## src/rtl/lock_pkg.sv

```systemverilog
// Shared encodings for the safe's entry interface: lock LEDG status codes,
// the combo_sender FSM states and the error codes it reports.
package lock_pkg;

    localparam logic [3:0] LOCK_SETUP = 4'b0000;
    localparam logic [3:0] LOCK_P0    = 4'b0001;
    localparam logic [3:0] LOCK_P1    = 4'b0011;
    localparam logic [3:0] LOCK_P2    = 4'b0111;
    localparam logic [3:0] LOCK_OPEN  = 4'b1111;

    localparam logic [1:0] ERR_NONE      = 2'b00;
    localparam logic [1:0] ERR_BAD_START = 2'b01;
    localparam logic [1:0] ERR_NO_RESP   = 2'b10;
    localparam logic [1:0] ERR_RETRIES   = 2'b11;

    typedef enum logic [2:0] {
        ST_IDLE,
        ST_SETUP,
        ST_PRESS,
        ST_WAIT,
        ST_DONE,
        ST_FAIL
    } sender_state_e;

    // Lock status that confirms code part idx was accepted.
    function automatic logic [3:0] expected_lock(input logic [1:0] idx);
        case (idx)
            2'd0:    return LOCK_P1;
            2'd1:    return LOCK_P2;
            default: return LOCK_OPEN;
        endcase
    endfunction

endpackage

```

## src/rtl/combo_hold_timer.sv

```systemverilog
// Down-counting hold timer: load with N, then expire_o rises on the N-th enabled
// cycle after the load. Shared by the SETUP, PRESS and WAIT phases of combo_sender.
module combo_hold_timer #(
    parameter int W = 5
) (
    input  logic         clk,
    input  logic         rst_n,
    input  logic         load_i,
    input  logic [W-1:0] load_val_i,
    input  logic         en_i,
    output logic         expire_o
);

    logic [W-1:0] cnt_q;

    // NOTE: sequential state uses non-blocking assignments so every flop samples pre-edge values.
    always_ff @(posedge clk or negedge rst_n) begin
        if (!rst_n) begin
            cnt_q <= '0;
        end else if (load_i) begin
            cnt_q <= load_val_i - W'(1);
        end else if (en_i && cnt_q != '0) begin
            cnt_q <= cnt_q - W'(1);
        end
    end

    assign expire_o = en_i && (cnt_q == '0);

endmodule

```

## src/rtl/combo_sender.sv

```systemverilog
// Replays a stored 3-part combination into the lock, advancing on LEDG confirmation.
// Optional COMBO_SENDER_ABORT_EN adds an abort input that forces FAIL (err 10).
module combo_sender
    import lock_pkg::*;
#(
    parameter int SETUP_CYC = 4,
    parameter int PULSE_CYC = 4,
    parameter int WAIT_MAX  = 16,
    parameter int RETRY_MAX = 3
) (
    input  logic       clk,
    input  logic       rst_n,
    input  logic       start,
    input  logic [5:0] code0,
    input  logic [5:0] code1,
    input  logic [5:0] code2,
    input  logic [3:0] lock_state,
`ifdef COMBO_SENDER_ABORT_EN
    input  logic       abort,
`endif
    output logic [5:0] sw_out,
    output logic       action_n_out,
    output logic       busy,
    output logic       done,
    output logic       fail,
    output logic [1:0] err_code,
    output logic [3:0] retries
);

    localparam int MAX_SP  = (SETUP_CYC > PULSE_CYC) ? SETUP_CYC : PULSE_CYC;
    localparam int MAX_CYC = (MAX_SP > WAIT_MAX) ? MAX_SP : WAIT_MAX;
    localparam int TW      = $clog2(MAX_CYC + 1);

    sender_state_e state_q;
    logic [1:0]    idx_q;
    logic [5:0]    code_q [3];
    logic [5:0]    sw_q;
    logic          act_n_q;
    logic          busy_q;
    logic          done_q;
    logic          fail_q;
    logic [1:0]    err_q;
    logic [3:0]    retries_q;

    logic          tmr_load;
    logic          tmr_en;
    logic          tmr_expire;
    logic [TW-1:0] tmr_val;

    logic lock_hit, lock_relock, lock_clear, wait_event, accept, abort_req;

    assign lock_hit    = (lock_state == expected_lock(idx_q));
    assign lock_relock = (lock_state == LOCK_P0) && (idx_q != 2'd0);
    assign lock_clear  = (lock_state == LOCK_SETUP);
    assign wait_event  = (state_q == ST_WAIT) && (lock_hit || lock_relock || lock_clear);
    assign accept      = (state_q == ST_IDLE) && start && (lock_state == LOCK_P0);
    assign tmr_en      = (state_q == ST_SETUP) || (state_q == ST_PRESS) || (state_q == ST_WAIT);

`ifdef COMBO_SENDER_ABORT_EN
    assign abort_req = abort && tmr_en;
`else
    assign abort_req = 1'b0;
`endif

    // Every timed phase ends in a reload, so the load value is the next phase's length.
    assign tmr_load = accept || tmr_expire || wait_event;

    // NOTE: assign a default before the case so the combinational block never infers a latch.
    always_comb begin
        tmr_val = TW'(SETUP_CYC);
        case (state_q)
            ST_SETUP: tmr_val = TW'(PULSE_CYC);
            ST_PRESS: tmr_val = TW'(WAIT_MAX);
            default:  tmr_val = TW'(SETUP_CYC);
        endcase
    end

    combo_hold_timer #(.W(TW)) u_timer (
        .clk        (clk),
        .rst_n      (rst_n),
        .load_i     (tmr_load),
        .load_val_i (tmr_val),
        .en_i       (tmr_en),
        .expire_o   (tmr_expire)
    );

    always_ff @(posedge clk or negedge rst_n) begin
        if (!rst_n) begin
            state_q   <= ST_IDLE;
            idx_q     <= 2'd0;
            // NOTE: the code registers are a handful of flops, so they are reset like all other state.
            code_q[0] <= '0;
            code_q[1] <= '0;
            code_q[2] <= '0;
            sw_q      <= '0;
            act_n_q   <= 1'b1;
            busy_q    <= 1'b0;
            done_q    <= 1'b0;
            fail_q    <= 1'b0;
            err_q     <= ERR_NONE;
            retries_q <= '0;
        end else begin
            done_q <= 1'b0;
            fail_q <= 1'b0;
            if (abort_req) begin
                act_n_q <= 1'b1;
                busy_q  <= 1'b0;
                fail_q  <= 1'b1;
                err_q   <= ERR_NO_RESP;
                state_q <= ST_FAIL;
            end else begin
                case (state_q)
                    ST_IDLE: begin
                        if (accept) begin
                            code_q[0] <= code0;
                            code_q[1] <= code1;
                            code_q[2] <= code2;
                            idx_q     <= 2'd0;
                            retries_q <= '0;
                            err_q     <= ERR_NONE;
                            busy_q    <= 1'b1;
                            sw_q      <= code0;
                            act_n_q   <= 1'b1;
                            state_q   <= ST_SETUP;
                        end else if (start && lock_state == LOCK_OPEN) begin
                            done_q  <= 1'b1;
                            state_q <= ST_DONE;
                        end else if (start) begin
                            fail_q  <= 1'b1;
                            err_q   <= ERR_BAD_START;
                            state_q <= ST_FAIL;
                        end
                    end
                    ST_SETUP: begin
                        if (tmr_expire) begin
                            act_n_q <= 1'b0;
                            state_q <= ST_PRESS;
                        end
                    end
                    ST_PRESS: begin
                        if (tmr_expire) begin
                            act_n_q <= 1'b1;
                            state_q <= ST_WAIT;
                        end
                    end
                    ST_WAIT: begin
                        if (lock_hit) begin
                            if (idx_q == 2'd2) begin
                                busy_q  <= 1'b0;
                                done_q  <= 1'b1;
                                state_q <= ST_DONE;
                            end else begin
                                idx_q   <= idx_q + 2'd1;
                                sw_q    <= code_q[idx_q + 2'd1];
                                state_q <= ST_SETUP;
                            end
                        end else if (lock_relock) begin
                            // The lock's own timer relocked it: replay from part 0 if budget remains.
                            if (retries_q == 4'(RETRY_MAX)) begin
                                busy_q  <= 1'b0;
                                fail_q  <= 1'b1;
                                err_q   <= ERR_RETRIES;
                                state_q <= ST_FAIL;
                            end else begin
                                retries_q <= retries_q + 4'd1;
                                idx_q     <= 2'd0;
                                sw_q      <= code_q[0];
                                state_q   <= ST_SETUP;
                            end
                        end else if (lock_clear || tmr_expire) begin
                            busy_q  <= 1'b0;
                            fail_q  <= 1'b1;
                            err_q   <= lock_clear ? ERR_BAD_START : ERR_NO_RESP;
                            state_q <= ST_FAIL;
                        end
                    end
                    ST_DONE, ST_FAIL: state_q <= ST_IDLE;
                    default:          state_q <= ST_IDLE;
                endcase
            end
        end
    end

    assign sw_out       = sw_q;
    assign action_n_out = act_n_q;
    assign busy         = busy_q;
    assign done         = done_q;
    assign fail         = fail_q;
    assign err_code     = err_q;
    assign retries      = retries_q;

endmodule

```

## config.mk

```make
export PLATFORM = sky130hd
export DESIGN_NAME = combo_sender
export DESIGN_NICKNAME = d
export VERILOG_FILES = /design/src/rtl/lock_pkg.sv /design/src/rtl/combo_hold_timer.sv /design/src/rtl/combo_sender.sv
export SDC_FILE = /design/constraint.sdc
export NUM_CORES = 1
export LEC_CHECK = 0
export CORE_ASPECT_RATIO = 1.5
export CORE_MARGIN = 2
export CORE_UTILIZATION = 56
export DETAILED_ROUTE_END_ITERATION = 8
export MAX_ROUTING_LAYER = met4
export PLACE_DENSITY = 0.81
export SETUP_SLACK_MARGIN = 0.5
export SLEW_MARGIN = 30
export SYNTH_ARGS = -nofsm -noshare
export SYNTH_HDL_FRONTEND = slang
export SYNTH_SLANG_ARGS = --single-unit
```

## constraint.sdc

```tcl
create_clock -name clk -period 5.74 [get_ports clk]
set_clock_uncertainty 0.05 [all_clocks]
set_input_delay 1.435 -clock clk [delete_from_list [all_inputs] [get_ports clk]]
set_output_delay 1.435 -clock clk [all_outputs]
set_load 0.01 [all_outputs]
```

==> summary.md, run 1 <==
| Metric | Value |
|---|---|
| Outcome | `complete, no violations` |
| Worst-path clk slew | `90 ps` |
| Final count of hold timing violations | `0` |
| Clk pwr share | `17.9%` |
| Clock buffer depth | `2` |
| Die height | `84.45 um` |
| CP arrival | `3860 ps` |
| Overflow after GRT | `0` |
| Avg Inst Size Synth | `8.982 sq um` |
| Switching part of the total | `39.48%` |
| Filler Cell Count | `329` |
| IO Count | `41` |
| Antenna Cells | `0` |
| Area growth syn-to-layout | `22.94%` |
| Crit path buffers/inverters | `1` |
| CP max FO | `9` |
| Leak | `1.317 nW` |
| TritonRoute pass-1 iters | `4` |
| Cell Rows | `29` |
| CP max-delay cell | `a211oi_2` |
| Worst-Skew Late Latency | `300 ps` |
| Buffers inserted by post-CTS timing repair | `0` |
| Post-synth top area cell | `dfrtp_1` |
| Endpoints failing setup | `0` |
| DRC viols | `0` |
| Share of flip-flops with an asynchronous set or reset | `100.0%` |
| Port buffer count | `40` |
| Top-count cell post-synth | `nand2_1` |
| DRT antenna net count | `0` |
| Total power | `1.424 mW` |
| Synth cell types | `54` |
| Compound-Gate Fraction of Synth Area | `16.36%` |
| Gate Count Post-Synth | `269` |
| HPWL Detailed | `4.007 mm` |
| Crit-path cells | `clkdlybuf4s50_1 -> nor3_1 -> o41ai_2 -> a211oi_2 -> nand2_1 -> ha_1 -> nand3_1 -> xnor2_1 -> a21o_1` |
| Hold_buf cts | `0` |
| Worst min path class | `flip-flop to flip-flop` |
| Core area | `0.004173 sq mm` |
| Layout cells sized above 1 | `8.414%` |
| Ranking of synthesized cells by area | `dfrtp_1, nand2_1, nor2_1` |
| Crit path time final | `3709 ps` |
| Netlist Area Pre-Place | `0.002416 sq mm` |
| GP Congestion | `0.8309` |
| EDFF count, synth | `0` |
| Htree depth | `2` |
| Die width | `57.63 um` |
| Combinational cell fraction of total power | `42.0%` |
| Final worst path period share | `64.62%` |
| PwrDens | `479.4 mW/mm^2` |
| Worst-Margin Slew | `839.0 ps` |
| Final WL | `5.716 mm` |
| Ys Warns | `0` |
| Synth Register Bits | `44` |
| Max-capacitance violation count | `0` |
| Crit Path Class | `primary input to flip-flop` |
| Main synth FF type | `dfrtp_1` |
| DRT iter0 DRCs | `114` |
| Worst vdd ir | `0.3591 mV` |
| Share of the synthesized area in the top cell type | `44.54%` |
| Root buf cell | `clkbuf_8` |
| Post-synthesis xor/xnor area fraction | `2.900%` |
| Worst setup EP type | `flip-flop` |
| Starting Density | `57.90%` |
| Sequential fraction of the synthesis area | `45.62%` |
| Post-Synth Adder-Cell Area | `3.107%` |
| CTS tree | `built` |
| Rel. slew slack | `43.91%` |
| Syn nets | `300` |
| Largest net degree at the start of global routing | `45` |
| Pint | `861.7 uW` |
| Post-synth top cells | `nand2_1, dfrtp_1, nor2_1, a21oi_1` |
| Post-CTS Resized | `0` |
| Clock net sink count | `44` |
| CP top delay family | `compound AO/OA/AOI/OAI gates` |
| Final TNS setup | `0 ps` |
| Fmax | `269.6 MHz` |
| Largest family of logic cells by synthesized area | `simple AND/OR/NAND/NOR gates` |
| Hold Slack | `431.4 ps` |
| CP peak stage delay | `540 ps` |
| Simple-Gate Fraction of Synth Area | `27.29%` |
| WP data required | `5900 ps` |
| Vias | `2112` |
| Internal reg-to-reg setup slack | `2830 ps` |
| Switching Power | `562.2 uW` |
| Reg power frac | `40.1%` |
| NumNets Final | `339` |
| TritonCTS Buffers | `5` |
| Initial antenna violation count | `0` |
| Wirelength per Cell | `16.10 um` |
| Mux cell area share after synthesis | `1.864%` |
| Vias in the first global route | `2146` |
| Worst setup SP type | `primary input` |
| First-pass GRT wire length | `9.929 mm` |
| Final Max Tran Viols | `0` |
| Unrepaired setup endpoints after global routing | `no` |
| Die area | `0.004867 sq mm` |
| GRT Total Usage | `26.78%` |
| Vias per cell | `5.949` |
==> cells by family after synthesis <==
logic type / after synthesis
simple gates: 137
compound gates: 53
flops: 44
buf+inv: 17
xor+xnor: 8
fa+ha+maj: 6
mux: 4
==> worst register-to-register path, cell delays in order, from the launching register on <==
cell and delay (ps):
dfrtp_1 470, inv_1 140, ha_1 300, nor3_1 380, o41ai_2 190, a211oi_2 540
nand2_1 130, ha_1 270, nand3_1 110, xnor2_1 70, a21o_1 180
==> routing by layer <==
metal  vias up  global-route usage, %  wire [um]
li1       1024                      -          -
met1      1007                  31.74       2240
met2        71                  46.18       3173
met3        10                  3.544        214
met4         0                  8.668         88
met5         -                      -          0
==> power by group through the flow <==
stage / Combinational (mW) / Clock [mW] / Sequential (mW)
floorplan: 0.423 / 0 / 0.538
global placement: 0.580 / 0 / 0.569
detailed placement: 0.594 / 0 / 0.573
CTS: 0.598 / 0.258 / 0.568
global route: 0.672 / 0.267 / 0.589
finish: 0.598 / 0.254 / 0.571
==> registers in the layout, indices dropped and copies added (netlist names), 2 cells and up <==
register,count
err_code,2
u_timer.cnt_q,5
idx_q,2
sw_out,6
state_q,3
retries,4
code_q,18
==> per-stage QoR <==
| step | worst slack [ps] | area (sq um) | utilization [%] | cells |
|---|---|---|---|---|
| 6_report | 2031 | 2970 | 71.18 | 355 |
| 5_1_grt | 1755 | 2970 | 71.18 | 355 |
| 4_1_cts | 2067 | 2963 | 71.00 | 354 |
| 3_5_place_dp | 1766 | 2841 | 68.10 | 346 |
| 3_3_place_gp | 1807 | 2841 | 68.10 | 346 |
| 2_1_floorplan | 2549 | 2416 | - | 269 |
==> layout by cell type (no fill, tap or decap), drive strengths merged, types with 2 or more instances in the layout <==
cell type      instances
clkdlybuf4s50         39
a22oi                  2
nor3                   7
nand4                  6
nor2                  25
and3                   4
a32oi                  5
a21o                   2
nor4b                  2
clkbuf                 7
nand3                  8
or4                    3
mux2                   4
and2                   2
xnor2                  3
a32o                   2
nor4                   2
nand2                 71
buf                    4
dfrtp                 43
nand2b                 2
a211oi                 3
a22o                   5
a21oi                 12
inv                    5
o21ai                  8
ha                     6
xor2                   5
==> layout make-up <==
type | count | area, sq um | share of cell area, %
multi-input cells | 208 | 1245 | 41.91
clock buffers | 6 | 82.58 | 2.780
repair buffers | 44 | 425.4 | 14.32
clock inverters | 2 | 38.79 | 1.306
well taps | 46 | 57.56 | 1.938
flip-flops and latches | 44 | 1102 | 37.11
inverters | 5 | 18.77 | 0.6318
==> worst paths after layout <==
path | startpoint | end | cells after the start
worst max-delay path | lock_state[3] | u_timer.cnt_q[4] | 9
worst min-delay path | code_q[4] | code_q[4] | 2
worst min register to register | code_q[4] | code_q[4] | 2
worst max register to register | idx_q[0] | u_timer.cnt_q[4] | 10
min in group asynchronous | rst_n | err_code[1] | 1
max in group asynchronous | rst_n | action_n_out | 1
Note: power is estimated with default switching activity, not from simulation.
==> run 2, diff against run 1 <==
Settings changed: CORE_UTILIZATION 56 to 53, PLACE_DENSITY 0.81 to 0.77.
Clock period 5.74 ns to 3.9 ns, I/O delays scaled along.
==> run 2 against run 1 <==
Against the previous run:
- critical path depth unchanged
- routed wire length shrank 1.6%
- count of clock-buffer cells in the layout rose by 1
- via count rose by 1.5%
- combinational power rose by 50%
- design area rose by 1.3%
==> summary.md, run 2 (synthesis gave the netlist of run 1 again) <==
| Metric | Value |
|---|---|
| Outcome | `complete, no violations` |
| CP max FO | `9` |
| CP max-delay cell | `o41ai_2` |
| Hold Slack | `428.9 ps` |
| Layout cells sized above 1 | `9.295%` |
| Overflow after GRT | `0` |
| DRT antenna net count | `0` |
| Clock net sink count | `44` |
| DRC viols | `0` |
| Die height | `86.69 um` |
| Worst setup SP type | `primary input` |
| PwrDens | `703.6 mW/mm^2` |
| Cell Rows | `30` |
| CTS tree | `built` |
| Worst vdd ir | `0.4257 mV` |
| DRT iter0 DRCs | `106` |
| Final Max Tran Viols | `0` |
| Vias per cell | `5.956` |
| Rel. slew slack | `59.52%` |
| Filler Cell Count | `362` |
| WP data required | `4040 ps` |
| Fmax | `311.3 MHz` |
| Worst-path clk slew | `80 ps` |
| Post-CTS Resized | `0` |
| Leak | `1.337 nW` |
| Vias | `2144` |
| Vias in the first global route | `2134` |
| GP Congestion | `0.9019` |
| Crit-path cells | `clkdlybuf4s50_1 -> nand2_1 -> o41ai_2 -> a211oi_4 -> nand2_1 -> ha_1 -> nand3_1 -> xnor2_1 -> a21o_1` |
| Final count of hold timing violations | `0` |
| Total power | `2.116 mW` |
| Final worst path period share | `82.37%` |
| Worst setup EP type | `flip-flop` |
| Max-capacitance violation count | `0` |
| Finished Core Util | `67.34%` |
| Cells after DPL | `351` |
| Max reg flops | `18` |
| Crit Path Class | `primary input to flip-flop` |
| Worst-Skew Late Latency | `290 ps` |
| GRT Total Usage | `25.46%` |
| CP peak stage delay | `650 ps` |
| Unrepaired setup endpoints after global routing | `no` |
| Starting Density | `54.09%` |
| Area growth syn-to-layout | `24.49%` |
| Initial antenna violation count | `0` |
| Root buf cell | `clkbuf_8` |
| Largest net degree at the start of global routing | `45` |
| Die width | `59.13 um` |
| Crit path time final | `3212 ps` |
| Final TNS setup | `0 ps` |
| Final WL | `5.625 mm` |
| TritonCTS Buffers | `5` |
| Hold_buf cts | `0` |
| TritonRoute pass-1 iters | `4` |
| Commonest non-fill, non-tap cell in the layout | `nand2_1` |
| Htree depth | `2` |
| Most frequent cells in the layout | `nand2_1, dfrtp_1, clkdlybuf4s50_1` |
| Worst min path class | `flip-flop to flip-flop` |
| Port buffer count | `40` |
| Worst-Margin Slew | `600.6 ps` |
| First-pass GRT wire length | `9.804 mm` |
| Wirelength per Cell | `15.63 um` |
| Crit-path most repeated cell | `nand2_1` |
| IO Count | `41` |
| Buffers inserted by post-CTS timing repair | `0` |
| HPWL Detailed | `3.933 mm` |
| Die area | `0.005126 sq mm` |
| CP arrival | `3350 ps` |
| Endpoints failing setup | `0` |
| Final non-filler cell total | `360` |
| Core area | `0.004467 sq mm` |
| Clock buffer depth | `2` |
| NumNets Final | `342` |
| Antenna Cells | `0` |
| Biggest register | `code_q` |
-- run 2: report_power, final --
group / leakage [nW] / internal [mW] / switching [mW]
Combinational: 0.704 / 0.417 / 0.480
Sequential: 0.568 / 0.651 / 0.183
Clock: 0.0645 / 0.226 / 0.159
Total: 1.34 / 1.29 / 0.822
-- run 2: final timing paths --
kind	slack (ps)	endpoint	from	depth (start not counted)
max	690	u_timer.cnt_q[4]	lock_state[0]	9
min	430	code_q[10]	code_q[10]	2
max reg2reg	1140	u_timer.cnt_q[4]	idx_q[0]	10
min reg2reg	430	code_q[10]	code_q[10]	2
max in group asynchronous	2810	u_timer.cnt_q[1]	rst_n	1
min in group asynchronous	620	state_q[1]	rst_n	1
-- run 2: through the flow --
stage | setup WS [ps] | instance area [sq um]
global route | 534.1 | 3008
global placement | 492.1 | 2867
floorplan | 1169 | 2416
finish | 687.6 | 3008
detailed placement | 387.1 | 2867
CTS | 698.4 | 2993
-- run 2: worst max-delay path: cells and delay by family --
family | cells | cell delay, ps
compound gates | 3 | 1020
buf+inv | 1 | 590
simple gates | 3 | 390
fa+ha+maj | 1 | 220
xor+xnor | 1 | 140
-- run 2: cell type report --
class / instances / area (sq um) / share of cell area, %
clock buffers: 7 / 96.34 / 3.203
clock inverters: 1 / 30.03 / 0.9983
inverters: 5 / 18.77 / 0.6240
multi-input cells: 208 / 1252 / 41.64
flip-flops and latches: 44 / 1102 / 36.65
well taps: 48 / 60.06 / 1.997
repair buffers: 47 / 447.9 / 14.89
-- run 2: metal layers --
metal  part of all wire (%)  track usage [%]
met1                     41            30.64
met4                    2.0            10.33
met5                      0                -
met2                     53            42.63
met3                    3.9            2.985
